<file path="src/rtl/mem_wait_state_adapter_pkg.sv">
// Shared types and constants for the wait-state memory adapter.
package mem_adapter_pkg;

    // Adapter sequencing: accept, stall, pulse the model, capture, complete.
    typedef enum logic [2:0] {
        IDLE    = 3'd0,
        WAIT    = 3'd1,
        ISSUE   = 3'd2,
        CAPTURE = 3'd3,
        DONE    = 3'd4
    } adp_state_t;

    // Default data/address width of the core bus.
    localparam int BUS_W_DEFAULT = 32;

    // Fibonacci taps at register positions 16,14,13,11 (bits 15,13,12,10).
    localparam logic [15:0] LFSR_TAPS    = 16'hB400;
    localparam logic [15:0] DEFAULT_SEED = 16'hACE1;

    // One LFSR step: shift left, feedback is the parity of the tapped bits.
    function automatic logic [15:0] lfsr_next(input logic [15:0] s);
        return {s[14:0], ^(s & LFSR_TAPS)};
    endfunction

endpackage

</file>
<file path="src/rtl/mem_wait_state_adapter_if.sv">
// Bus bundle between the core-side memory port, the adapter and the
// look-ahead memory model.
//
// Handshake: the core raises mem_valid with a stable request (addr, wdata,
// wstrb, instr) and holds it until it sees mem_ready=1 for one cycle;
// mem_rdata is only meaningful while mem_ready=1. Toward the model there is
// no back-pressure: la_read/la_write are single-cycle strobes and the model
// presents model_rdata at the edge that samples la_read.
interface mem_wait_state_adapter_if #(
    parameter int BUS_W = 32
);
    // Core side
    logic             mem_valid;
    logic             mem_instr;
    logic [BUS_W-1:0] mem_addr;
    logic [BUS_W-1:0] mem_wdata;
    logic [3:0]       mem_wstrb;
    logic             mem_ready;
    logic [BUS_W-1:0] mem_rdata;

    // Model side
    logic             la_read;
    logic             la_write;
    logic             la_instr;
    logic [BUS_W-1:0] la_addr;
    logic [BUS_W-1:0] la_wdata;
    logic [3:0]       la_wstrb;
    logic [BUS_W-1:0] model_rdata;

    // The adapter itself
    modport slave (
        input  mem_valid, mem_instr, mem_addr, mem_wdata, mem_wstrb,
        output mem_ready, mem_rdata,
        output la_read, la_write, la_instr, la_addr, la_wdata, la_wstrb,
        input  model_rdata
    );

    // Core plus memory model, seen from the adapter's environment
    modport master (
        output mem_valid, mem_instr, mem_addr, mem_wdata, mem_wstrb,
        input  mem_ready, mem_rdata,
        input  la_read, la_write, la_instr, la_addr, la_wdata, la_wstrb,
        output model_rdata
    );
endinterface

</file>
<file path="src/rtl/mem_wait_state_adapter_wait_lfsr.sv">
// Free-running 16-bit Fibonacci LFSR used to pick pseudo-random wait counts.
module wait_lfsr
    import mem_adapter_pkg::*;
#(
    parameter logic [15:0] SEED = DEFAULT_SEED
) (
    input  logic        clk,
    input  logic        resetn,
    input  logic        en_i,
    output logic [15:0] lfsr_o
);

    // An all-zero seed would lock the register up, so substitute the default.
    localparam logic [15:0] SEED_EFF = (SEED == 16'h0000) ? DEFAULT_SEED : SEED;

    logic [15:0] lfsr_q;
    logic [15:0] lfsr_d;

    // Next value: advance when enabled.
    always_comb begin
        lfsr_d = en_i ? lfsr_next(lfsr_q) : lfsr_q;
    end

    // State register, restarts from the seed on reset.
    always_ff @(posedge clk or negedge resetn) begin
        if (!resetn) begin
            lfsr_q <= SEED_EFF;
        end else begin
            lfsr_q <= lfsr_d;
        end
    end

    assign lfsr_o = lfsr_q;

endmodule

</file>
<file path="src/rtl/mem_wait_state_adapter.sv">
// Buffers one core memory request, stalls it for a fixed or pseudo-random
// number of cycles, fires one look-ahead strobe at the model and returns a
// registered one-cycle completion. Also counts completions and latches any
// core protocol violation seen while a request is in flight.
module mem_wait_state_adapter
    import mem_adapter_pkg::*;
#(
    parameter int          BUS_W     = BUS_W_DEFAULT,
    parameter int          WAIT_W    = 4,
    parameter logic [15:0] LFSR_SEED = DEFAULT_SEED
) (
    input  logic                    clk,
    input  logic                    resetn,
    mem_wait_state_adapter_if.slave bus,
    input  logic                    cfg_rand_en,
    input  logic [WAIT_W-1:0]       cfg_wait,
    output logic [31:0]             rd_count,
    output logic [31:0]             wr_count,
    output logic                    err_proto,
    output adp_state_t              dbg_state
);

    adp_state_t        state_q, state_d;
    logic [WAIT_W-1:0] cnt_q, cnt_d;
    logic              la_read_q, la_read_d;
    logic              la_write_q, la_write_d;
    logic              la_instr_q, la_instr_d;
    logic [BUS_W-1:0]  la_addr_q, la_addr_d;
    logic [BUS_W-1:0]  la_wdata_q, la_wdata_d;
    logic [3:0]        la_wstrb_q, la_wstrb_d;
    logic              mem_ready_q, mem_ready_d;
    logic [BUS_W-1:0]  mem_rdata_q, mem_rdata_d;
    logic [31:0]       rd_count_q, rd_count_d;
    logic [31:0]       wr_count_q, wr_count_d;
    logic              err_q, err_d;

    logic [15:0]       lfsr;
    logic [WAIT_W-1:0] wait_n;
    logic              in_txn;
    logic              proto_viol;
    logic              unused_lfsr;

    wait_lfsr #(
        .SEED (LFSR_SEED)
    ) u_wait_lfsr (
        .clk    (clk),
        .resetn (resetn),
        .en_i   (1'b1),
        .lfsr_o (lfsr)
    );

    // Only the low bits of the LFSR set the wait count.
    assign unused_lfsr = ^lfsr[15:WAIT_W];
    assign wait_n      = cfg_rand_en ? lfsr[WAIT_W-1:0] : cfg_wait;

    // The core must keep the same request up from acceptance until completion.
    assign in_txn     = (state_q == WAIT) || (state_q == ISSUE) || (state_q == CAPTURE);
    assign proto_viol = in_txn && (!bus.mem_valid ||
                                   (bus.mem_addr  != la_addr_q) ||
                                   (bus.mem_wstrb != la_wstrb_q));

    // Next-state and datapath decode for the request sequencer.
    always_comb begin
        state_d     = state_q;
        cnt_d       = cnt_q;
        la_read_d   = 1'b0;
        la_write_d  = 1'b0;
        la_instr_d  = la_instr_q;
        la_addr_d   = la_addr_q;
        la_wdata_d  = la_wdata_q;
        la_wstrb_d  = la_wstrb_q;
        mem_ready_d = 1'b0;
        mem_rdata_d = '0;
        rd_count_d  = rd_count_q;
        wr_count_d  = wr_count_q;
        err_d       = err_q | proto_viol;

        case (state_q)
            IDLE: begin
                if (bus.mem_valid) begin
                    la_instr_d = bus.mem_instr;
                    la_addr_d  = bus.mem_addr;
                    la_wdata_d = bus.mem_wdata;
                    la_wstrb_d = bus.mem_wstrb;
                    cnt_d      = wait_n;
                    if (wait_n == '0) begin
                        // No stall: the strobe goes out in the very next cycle.
                        state_d    = ISSUE;
                        la_read_d  = (bus.mem_wstrb == 4'h0);
                        la_write_d = (bus.mem_wstrb != 4'h0);
                    end else begin
                        state_d = WAIT;
                    end
                end
            end

            WAIT: begin
                cnt_d = cnt_q - WAIT_W'(1);
                if (cnt_q == WAIT_W'(1)) begin
                    state_d    = ISSUE;
                    la_read_d  = (la_wstrb_q == 4'h0);
                    la_write_d = (la_wstrb_q != 4'h0);
                end
            end

            ISSUE: begin
                // Strobe drops on leaving; the model answers during CAPTURE.
                state_d = CAPTURE;
            end

            CAPTURE: begin
                state_d     = DONE;
                mem_ready_d = 1'b1;
                if (la_wstrb_q == 4'h0) begin
                    mem_rdata_d = bus.model_rdata;
                    rd_count_d  = rd_count_q + 32'd1;
                end else begin
                    wr_count_d  = wr_count_q + 32'd1;
                end
            end

            DONE: begin
                // mem_ready/mem_rdata fall back to their defaults here.
                state_d = IDLE;
            end

            default: begin
                state_d = IDLE;
            end
        endcase
    end

    // All sequencer state and every output is registered here.
    always_ff @(posedge clk or negedge resetn) begin
        if (!resetn) begin
            state_q     <= IDLE;
            cnt_q       <= '0;
            la_read_q   <= 1'b0;
            la_write_q  <= 1'b0;
            la_instr_q  <= 1'b0;
            la_addr_q   <= '0;
            la_wdata_q  <= '0;
            la_wstrb_q  <= 4'h0;
            mem_ready_q <= 1'b0;
            mem_rdata_q <= '0;
            rd_count_q  <= 32'd0;
            wr_count_q  <= 32'd0;
            err_q       <= 1'b0;
        end else begin
            state_q     <= state_d;
            cnt_q       <= cnt_d;
            la_read_q   <= la_read_d;
            la_write_q  <= la_write_d;
            la_instr_q  <= la_instr_d;
            la_addr_q   <= la_addr_d;
            la_wdata_q  <= la_wdata_d;
            la_wstrb_q  <= la_wstrb_d;
            mem_ready_q <= mem_ready_d;
            mem_rdata_q <= mem_rdata_d;
            rd_count_q  <= rd_count_d;
            wr_count_q  <= wr_count_d;
            err_q       <= err_d;
        end
    end

    assign bus.mem_ready = mem_ready_q;
    assign bus.mem_rdata = mem_rdata_q;
    assign bus.la_read   = la_read_q;
    assign bus.la_write  = la_write_q;
    assign bus.la_instr  = la_instr_q;
    assign bus.la_addr   = la_addr_q;
    assign bus.la_wdata  = la_wdata_q;
    assign bus.la_wstrb  = la_wstrb_q;
    assign rd_count      = rd_count_q;
    assign wr_count      = wr_count_q;
    assign err_proto     = err_q;
    assign dbg_state     = state_q;

endmodule
</file>
<file path="src/flat_wrapper.sv">
// flat-port wrapper written by rule: the top's interface ports become plain ports
module mem_wait_state_adapter_flat import mem_adapter_pkg::*;
#(
    parameter int          BUS_W     = BUS_W_DEFAULT,
    parameter int          WAIT_W    = 4,
    parameter logic [15:0] LFSR_SEED = DEFAULT_SEED
)
  (clk, resetn, cfg_rand_en, cfg_wait, rd_count, wr_count, err_proto, dbg_state, bus_mem_valid, bus_mem_instr, bus_mem_addr, bus_mem_wdata, bus_mem_wstrb, bus_mem_ready, bus_mem_rdata, bus_la_read, bus_la_write, bus_la_instr, bus_la_addr, bus_la_wdata, bus_la_wstrb, bus_model_rdata);
  mem_wait_state_adapter_if #(.BUS_W(BUS_W)) bus_i ();
  input  logic clk;
  input  logic resetn;
  input  logic cfg_rand_en;
  input  logic [WAIT_W-1:0] cfg_wait;
  output logic [31:0] rd_count;
  output logic [31:0] wr_count;
  output logic err_proto;
  output adp_state_t dbg_state;
  input wire logic [$bits(bus_i.mem_valid)-1:0] bus_mem_valid;
  input wire logic [$bits(bus_i.mem_instr)-1:0] bus_mem_instr;
  input wire logic [$bits(bus_i.mem_addr)-1:0] bus_mem_addr;
  input wire logic [$bits(bus_i.mem_wdata)-1:0] bus_mem_wdata;
  input wire logic [$bits(bus_i.mem_wstrb)-1:0] bus_mem_wstrb;
  output wire logic [$bits(bus_i.mem_ready)-1:0] bus_mem_ready;
  output wire logic [$bits(bus_i.mem_rdata)-1:0] bus_mem_rdata;
  output wire logic [$bits(bus_i.la_read)-1:0] bus_la_read;
  output wire logic [$bits(bus_i.la_write)-1:0] bus_la_write;
  output wire logic [$bits(bus_i.la_instr)-1:0] bus_la_instr;
  output wire logic [$bits(bus_i.la_addr)-1:0] bus_la_addr;
  output wire logic [$bits(bus_i.la_wdata)-1:0] bus_la_wdata;
  output wire logic [$bits(bus_i.la_wstrb)-1:0] bus_la_wstrb;
  input wire logic [$bits(bus_i.model_rdata)-1:0] bus_model_rdata;
  assign bus_i.mem_valid = bus_mem_valid;
  assign bus_i.mem_instr = bus_mem_instr;
  assign bus_i.mem_addr = bus_mem_addr;
  assign bus_i.mem_wdata = bus_mem_wdata;
  assign bus_i.mem_wstrb = bus_mem_wstrb;
  assign bus_mem_ready = bus_i.mem_ready;
  assign bus_mem_rdata = bus_i.mem_rdata;
  assign bus_la_read = bus_i.la_read;
  assign bus_la_write = bus_i.la_write;
  assign bus_la_instr = bus_i.la_instr;
  assign bus_la_addr = bus_i.la_addr;
  assign bus_la_wdata = bus_i.la_wdata;
  assign bus_la_wstrb = bus_i.la_wstrb;
  assign bus_i.model_rdata = bus_model_rdata;
  mem_wait_state_adapter #(.BUS_W(BUS_W), .WAIT_W(WAIT_W), .LFSR_SEED(LFSR_SEED)) u_core (.clk(clk), .resetn(resetn), .bus(bus_i), .cfg_rand_en(cfg_rand_en), .cfg_wait(cfg_wait), .rd_count(rd_count), .wr_count(wr_count), .err_proto(err_proto), .dbg_state(dbg_state));
endmodule
</file>
<file path="config.mk">
export PLATFORM = sky130hd
export DESIGN_NAME = mem_wait_state_adapter_flat
export DESIGN_NICKNAME = d
export VERILOG_FILES = /design/src/rtl/mem_wait_state_adapter_pkg.sv /design/src/rtl/mem_wait_state_adapter_if.sv /design/src/rtl/mem_wait_state_adapter_wait_lfsr.sv /design/src/rtl/mem_wait_state_adapter.sv /design/src/flat_wrapper.sv
export SDC_FILE = /design/constraint.sdc
export NUM_CORES = 1
export LEC_CHECK = 0
export BUFFER_PORTS_ARGS = -buffer_cell sky130_fd_sc_hd__buf_4
export CORE_ASPECT_RATIO = 1.2
export CORE_MARGIN = 10
export CORE_UTILIZATION = 35
export CTS_CLUSTER_DIAMETER = 100
export DETAILED_ROUTE_END_ITERATION = 12
export PLACE_DENSITY_LB_ADDON = 0.25
export SLEW_MARGIN = 5
export SYNTH_ARGS = -nofsm -noshare
export SYNTH_HDL_FRONTEND = slang
export SYNTH_SLANG_ARGS = --single-unit
</file>
<file path="constraint.sdc">
create_clock -name clk -period 3.98 [get_ports clk]
set_clock_uncertainty 0.15 [all_clocks]
set_input_delay 0.398 -clock clk [delete_from_list [all_inputs] [get_ports clk]]
set_output_delay 0.398 -clock clk [all_outputs]
set_load 0.03 [all_outputs]
</file>
==> results.txt, run 1 <==
status: completed
Worst path most repeated cell: nand4_1
Area contributors post-synth: dfrtp_1 59%, nand2_1 11%, xnor2_1 9.4%, and3_1 3.3%, dfstp_2 2.7%
sequential share of power: 37.9%
Slew HR: 42.19%
Sw Pwr: 2963 uW
synth warn: 0
pre-CTS setup slack: 1.034 ns
Post-CTS Setup Inserts: 0
Non-Filler Instances: 1343
Critical R2R Launch: u_core.bus.la_wstrb[0]$_DFFE_PN0P_
Avg Cell Area, Syn: 10.77 um^2
Hold Crit Depth: 3
Reg2Reg Depth: 5
largest fanout on the critical path: 15
Area growth syn-to-layout: 43.13%
Design Area, Final: 11240 um^2
DR WL/cell: 16.98 um
Post-synth EDFFs: 0
Tmin final: 2.893 ns
Layout Nets: 1163
Fmax: 345.7 MHz
area leader, netlist: dfrtp_1
final count of hold timing violations: 0
largest net degree at the start of global routing: 102
Mapped Nets: 842
vias in the first global route: 6603
drt drc: 0
total grt overflow: 0
Sw Share: 40.80%
io pins: 281
Clk pwr share: 23.0%
Worst-path clk slew: 0.08 ns
first-pass GRT wire length: 35820 um
clk buf depth: 2
initial antenna violation count: 1
Max Cap Violations: 0
layout cells sized above 1: 32.08%
post-detailed-route count of antenna-violating nets: 0
DIE WIDTH: 156.7 um
die height: 184.1 um
FFs w/ async S/R, synth: 100.0%
Tcrit/Tclk final: 72.68%
initial core utilization: 35.22%
unrepaired setup endpoints after global routing: no
sequential-to-total area share from yosys stat: 61.30%
Port Buf Inserts: 280
arrival time of the worst setup path: 3.06 ns
Root Driver: clkbuf_16
delay of the slowest critical-path stage: 0.80 ns
crit start category: flop
gr usage total: 15.62%
worst-margin pin slew: 0.8607 ns
via count: 6227
HP Class: primary input to flop
Worst setup startpoint: u_core.bus.la_wstrb[0]$_DFFE_PN0P_
full die area: 28860 um^2
Core Area: 22300 um^2
Iter 0 DRT Violations: 210
Final Wtd Congestion: 0.7363
Yosys cell types: 42
M2 GR Usage: 25.80%
Mapped Area: 7854 um^2
Gate power share: 39.1%
PnR worst setup slack: 1.087 ns
Internal: 4301 uW
post-synth top area share: 58.63%
Post-DP Area: 10300 um^2
Setup TNS: 0 ns
Clk Latency, worst-skew pair: 0.43 ns
Placement Rows: 60
Yosys reg bits: 192
Routed WL: 22800 um
CP max stage cell: nor4_4
CTS HTree Levels: 4
M1 GR Usage: 18.45%
met3 usage: 5.970%
total of fill cells in the finished design: 2032
CTS tree: done
CTS buffer count: 17
Setup crit end kind: flop
Top FF cell, synth: dfrtp_1
Leakage: 0.005866 uW
# setup viols final: 0
cell count after synthesis: 729
WS Path Type: flop to flop
hold buffer count at CTS: 37
WP data required: 4.15 ns
average vias per placed instance: 4.637
Detailed Place HPWL: 16510 um
worst hold path startpoint: bus_mem_addr[16]
worst vdd ir: 0.0003993 V
P per Cell Area: 646.2 nW/um^2
CTS resizes: 0
# placed instances: 1273
GR peak layer: met2
TritonRoute pass-1 iters: 4
worst path cell trace: nor4_4 -> nand4_1 -> nor3_1 -> nand4_1 -> xnor2_1
Slew Limit Fails: 0
clock sinks: 192
[routing by layer]
metal	up-vias	routed length, um
li1	3049	-
met5	-	0
met2	180	11170
met3	23	2042
met4	0	376
met1	2975	9216
[cells by family after synthesis]
logic type / Yosys count / share of synthesized area [%]
buffers and inverters: 30 / 1.450
xor gates and xnor gates: 101 / 11.26
and+or+nand+nor: 384 / 23.48
muxes: 6 / 0.8602
AOI/OAI and AO/OA: 12 / 1.004
adders and majority gates: 4 / 0.6373
DFF: 192 / 61.30
[synthesized netlist by cell type (all sizes together), types with 7 or more instances]
cell type / count
nand3: 26
nand2: 235
dfrtp: 184
and3: 41
clkbuf: 17
dfstp: 8
inv: 7
nor4: 7
nand4: 25
xor2: 17
and4: 10
nor2: 19
xnor2: 84
[critical path, delay by kind of cell (launching register included)]
family,cells,cell delay (ns)
xor+xnor,1,0.16
flops,1,0.45
simple gates,4,2.01
[metrics by stage]
step	util (%)	hold WS [ns]	total power, uW
4_1_cts	50.40	0.001670	7370
2_1_floorplan	-	-0.04759	4465
3_3_place_gp	46.21	0.1834	5601
3_5_place_dp	46.21	0.1912	5638
5_1_grt	50.42	0.01377	7719
6_report	50.42	0.02065	7264
[final timing paths]
check / slack, ns / endpoint
worst max-delay path: 1.09 / u_core.rd_count[28]$_DFFE_PN0P_
worst min register to register: 0.20 / u_core.u_wait_lfsr.lfsr_o[6]$_DFF_PN1_
min in group asynchronous: 0.46 / u_core.bus.mem_rdata[6]$_DFF_PN0_
worst max register to register: 1.09 / u_core.rd_count[28]$_DFFE_PN0P_
max in group asynchronous: 2.32 / u_core.rd_count[18]$_DFFE_PN0P_
worst min-delay path: 0.02 / u_core.bus.la_addr[16]$_DFFE_PN0P_
[flip-flops by register name, summed over array words and instances, names as in the netlist]
signal                     count
u_core.bus.la_addr            32
u_core.bus.la_wdata           32
u_core.bus.mem_rdata          32
u_core.rd_count               32
u_core.wr_count               32
u_core.u_wait_lfsr.lfsr_o     16
u_core.bus.la_wstrb            4
u_core.cnt_q                   4
u_core.dbg_state               3
u_core.bus.la_instr            1
u_core.bus.la_read             1
u_core.bus.la_write            1
u_core.bus.mem_ready           1
u_core.err_proto               1
[layout make-up]
class,instances,area [um^2],share of cell area [%]
inverters,7,26.28,0.2337
clock inverters,13,132.6,1.180
clock buffers,19,432.9,3.851
flip-flops and latches,192,4815,42.83
diodes,1,2.502,0.02226
well taps,279,349.1,3.106
multi-input cells,507,2932,26.08
repair buffers,325,2551,22.70
[power by group through the flow]
| stage | Combinational [uW] | Sequential [uW] | Clock (uW) |
|---|---|---|---|
| finish | 2840 | 2760 | 1670 |
| CTS | 2890 | 2760 | 1720 |
| detailed placement | 2860 | 2780 | 0 |
| global placement | 2840 | 2770 | 0 |
| floorplan | 947 | 3520 | 0 |
| global route | 3100 | 2820 | 1800 |
[cells in the final DEF (no fill, tap or decap), types with 3 or more instances in the layout]
master | netlist | layout
a21oi_1 | 3 | 3
and3_1 | 41 | 41
and4_1 | 10 | 10
buf_4 | 0 | 286
clkbuf_16 | 0 | 17
clkinv_2 | 0 | 3
clkinvlp_4 | 0 | 3
dfrtp_1 | 184 | 184
dfstp_2 | 8 | 8
dlygate4sd3_1 | 0 | 37
ha_1 | 4 | 4
inv_1 | 7 | 7
mux2_2 | 6 | 6
nand2_1 | 235 | 235
nand3_1 | 26 | 26
nand4_1 | 25 | 25
nor2_1 | 19 | 19
nor2b_1 | 3 | 3
nor4_1 | 4 | 4
xnor2_1 | 84 | 84
xor2_1 | 17 | 17
(Power assumes the default switching activity.)
==> inputs of run 2 (changes only) <==
Settings changed: ABC_AREA from default to 1.
Clock period 3.98 ns to 2.5 ns, I/O delays scaled along.
==> run 2 against run 1 <==
First-iteration DRC count up 54%. Hold slack better by 0.067 ns. Die area up 13%.
==> results.txt, run 2 <==
Worst-path clk slew: 0.08 ns (about the same)
Area growth syn-to-layout: 45.52%
Max Cap Violations: 0 (unchanged)
initial core utilization: 35.46% (+0.23 points)
Yosys cell types: 39 (-7.1%)
cell count after synthesis: 1107 (+52%)
clk buf depth: 2 (unchanged)
Detailed Place HPWL: 20690 um (+25%)
Tmin final: 2.009 ns (-0.8835 ns)
io pins: 281 (unchanged)
DR WL/cell: 15.46 um (-8.9%)
Clk Latency, worst-skew pair: 0.43 ns (about the same)
Port Buf Inserts: 280 (unchanged)
sequential-to-total area share from yosys stat: 53.33% (-8.0 points)
Placement Rows: 64 (+6.7%)
worst vdd ir: 0.0006490 V (+63%)
# setup viols final: 0 (unchanged)
commonest non-fill, non-tap cell in the layout: nand2_1
Setup TNS: 0 ns (unchanged)
CTS buffer count: 17 (unchanged)
final count of hold timing violations: 0 (unchanged)
Post-synth EDFFs: 0 (unchanged)
Setup crit end kind: flop
unrepaired setup endpoints after global routing: no
most frequent cells in the layout: 432 x nand2_1, 289 x buf_4, 184 x dfrtp_1, 124 x inv_1, 107 x nor2_1
Design Area, Final: 13140 um^2 (+17%)
post-detailed-route count of antenna-violating nets: 0 (unchanged)
Yosys reg bits: 192 (unchanged)
die height: 195.9 um (+6.4%)
crit start category: flop
DIE WIDTH: 166.6 um (+6.3%)
full die area: 32650 um^2 (+13%)
Non-Filler Instances: 1841 (+37%)
Leakage: 0.006901 uW (+18%)
WS Path Type: flop to flop
Layout Nets: 1609 (+38%)
worst-margin pin slew: 1.042 ns (+0.1818 ns)
Root Driver: clkbuf_16
# placed instances: 1705 (+34%)
CTS tree: done
gr usage total: 17.03% (+1.4 points)
via count: 8351 (+34%)
status: completed
first-pass GRT wire length: 45580 um (+27%)
largest fanout on the critical path: 59 (+44)
FFs w/ async S/R, synth: 100.0% (unchanged)
P per Cell Area: 888.9 nW/um^2 (+38%)
CTS HTree Levels: 4 (unchanged)
synth warn: 0 (unchanged)
initial antenna violation count: 2 (+1)
Fmax: 497.7 MHz (+44%)
arrival time of the worst setup path: 2.17 ns (-0.89 ns)
Avg Cell Area, Syn: 8.156 um^2 (-24%)
Mapped Nets: 1220 (+45%)
TritonRoute pass-1 iters: 5 (+1)
WP data required: 2.66 ns (-1.49 ns)
top-count cell post-synth: nand2_1
area leader, netlist: dfrtp_1
total of fill cells in the finished design: 2419 (+19%)
Post-DP Area: 11550 um^2 (+12%)
Slew HR: 30.40% (-12 points)
average vias per placed instance: 4.536 (-2.2%)
clock sinks: 192 (unchanged)
Synth top cells by count: 432 x nand2_1, 184 x dfrtp_1, 124 x inv_1
Top FF cell, synth: dfrtp_1
layout cells sized above 1: 24.19% (-7.9 points)
Core Area: 25460 um^2 (+14%)
post-synth top area share: 51.00% (-7.6 points)
Slew Limit Fails: 0 (unchanged)
drt drc: 0 (unchanged)
vias in the first global route: 8657 (+31%)
total grt overflow: 0 (unchanged)
Area contributors post-synth: dfrtp_1 51%, nand2_1 18%, inv_1 5.2%, nor2_1 4.4%, xor2_1 4.2%
Routed WL: 28460 um (+25%)
largest net degree at the start of global routing: 81 (-21%)
Iter 0 DRT Violations: 323 (+54%)
Tcrit/Tclk final: 80.37% (+7.7 points)
HP Class: primary input to flop
Final Wtd Congestion: 0.8235 (+12%)
Mapped Area: 9029 um^2 (+15%)
run 2: worst max-delay path: stages, from the launching register on:
cell and delay (ns):
dfrtp_1 0.44, nor2_1 0.08, nand2_1 0.13, nor2_4 0.05, inv_2 0.74, o21ai_1 0.10, o21ai_0 0.11, nand2_1 0.08
run 2: path summary, 6_finish.rpt:
| check | cells after the start | from | slack (ns) | endpoint |
|---|---|---|---|---|
| setup / recovery | 7 | u_core.dbg_state[1]$_DFFE_PN0P_ | 0.49 | u_core.cnt_q[3]$_DFFE_PN0P_ |
| hold / removal | 3 | cfg_wait[0] | 0.09 | u_core.cnt_q[0]$_DFFE_PN0P_ |
| setup reg to reg | 7 | u_core.dbg_state[1]$_DFFE_PN0P_ | 0.49 | u_core.cnt_q[3]$_DFFE_PN0P_ |
| hold reg to reg | 0 | u_core.u_wait_lfsr.lfsr_o[9]$_DFF_PN0_ | 0.20 | u_core.u_wait_lfsr.lfsr_o[10]$_DFF_PN1_ |
| max in group asynchronous | 3 | resetn | 1.19 | u_core.bus.la_wdata[6]$_DFFE_PN0P_ |
| min in group asynchronous | 2 | resetn | 0.27 | u_core.rd_count[27]$_DFFE_PN0P_ |
run 2: cell families after synthesis:
family / Yosys count / synth area share [%]
flip-flops: 192 / 53.33
adder cells (fa/ha/maj): 4 / 0.5543
AND/OR/NAND/NOR: 644 / 30.60
XOR/XNOR: 57 / 5.529
AO/OA/AOI/OAI: 56 / 3.312
buffers and inverters: 154 / 6.680
run 2: power by group:
| part | leakage, uW | total, uW | switching, uW | internal (uW) |
|---|---|---|---|---|
| Sequential | 0.00252 | 4320 | 546 | 3780 |
| Combinational | 0.00412 | 4700 | 3060 | 1640 |
| Clock | 0.000262 | 2660 | 1250 | 1410 |
run 2: repair_timing:
action / in CTS / in global routing
endpoints found under the hold margin: 168 / 0
resized for setup: 0 / 0
hold buffers: 102 / 0
setup buffers: 0 / 0
run 2: routing by layer:
layer	part of all wire [%]	track usage, %
met1	42	20.10
met2	49	28.39
met5	0	0
met4	1.9	5.340
met3	7.3	6.079
run 2: final cells by class:
class	count	area, um^2	area share [%]
clock buffer	20	446.7	3.400
antenna	2	5.005	0.03809
clock inverter	12	113.9	0.8666
timing repair buffer	394	3244	24.69
multi-input combinational	761	3611	27.48
inverter	130	490.5	3.733
tap	330	412.9	3.143
sequential	192	4815	36.64
run 2: per-stage QoR:
stage / hold slack, ns / total power [uW] / utilization (%) / setup slack (ns)
finish: 0.08759 / 11680 / 51.60 / 0.4909
global route: 0.1359 / 12400 / 51.60 / 0.3051
CTS: 0.08187 / 11830 / 51.58 / 0.4470
detailed placement: 0.1927 / 8981 / 45.37 / 0.4801
global placement: 0.1843 / 8914 / 45.37 / 0.4691
floorplan: -0.1956 / 7102 / - / 0.6169
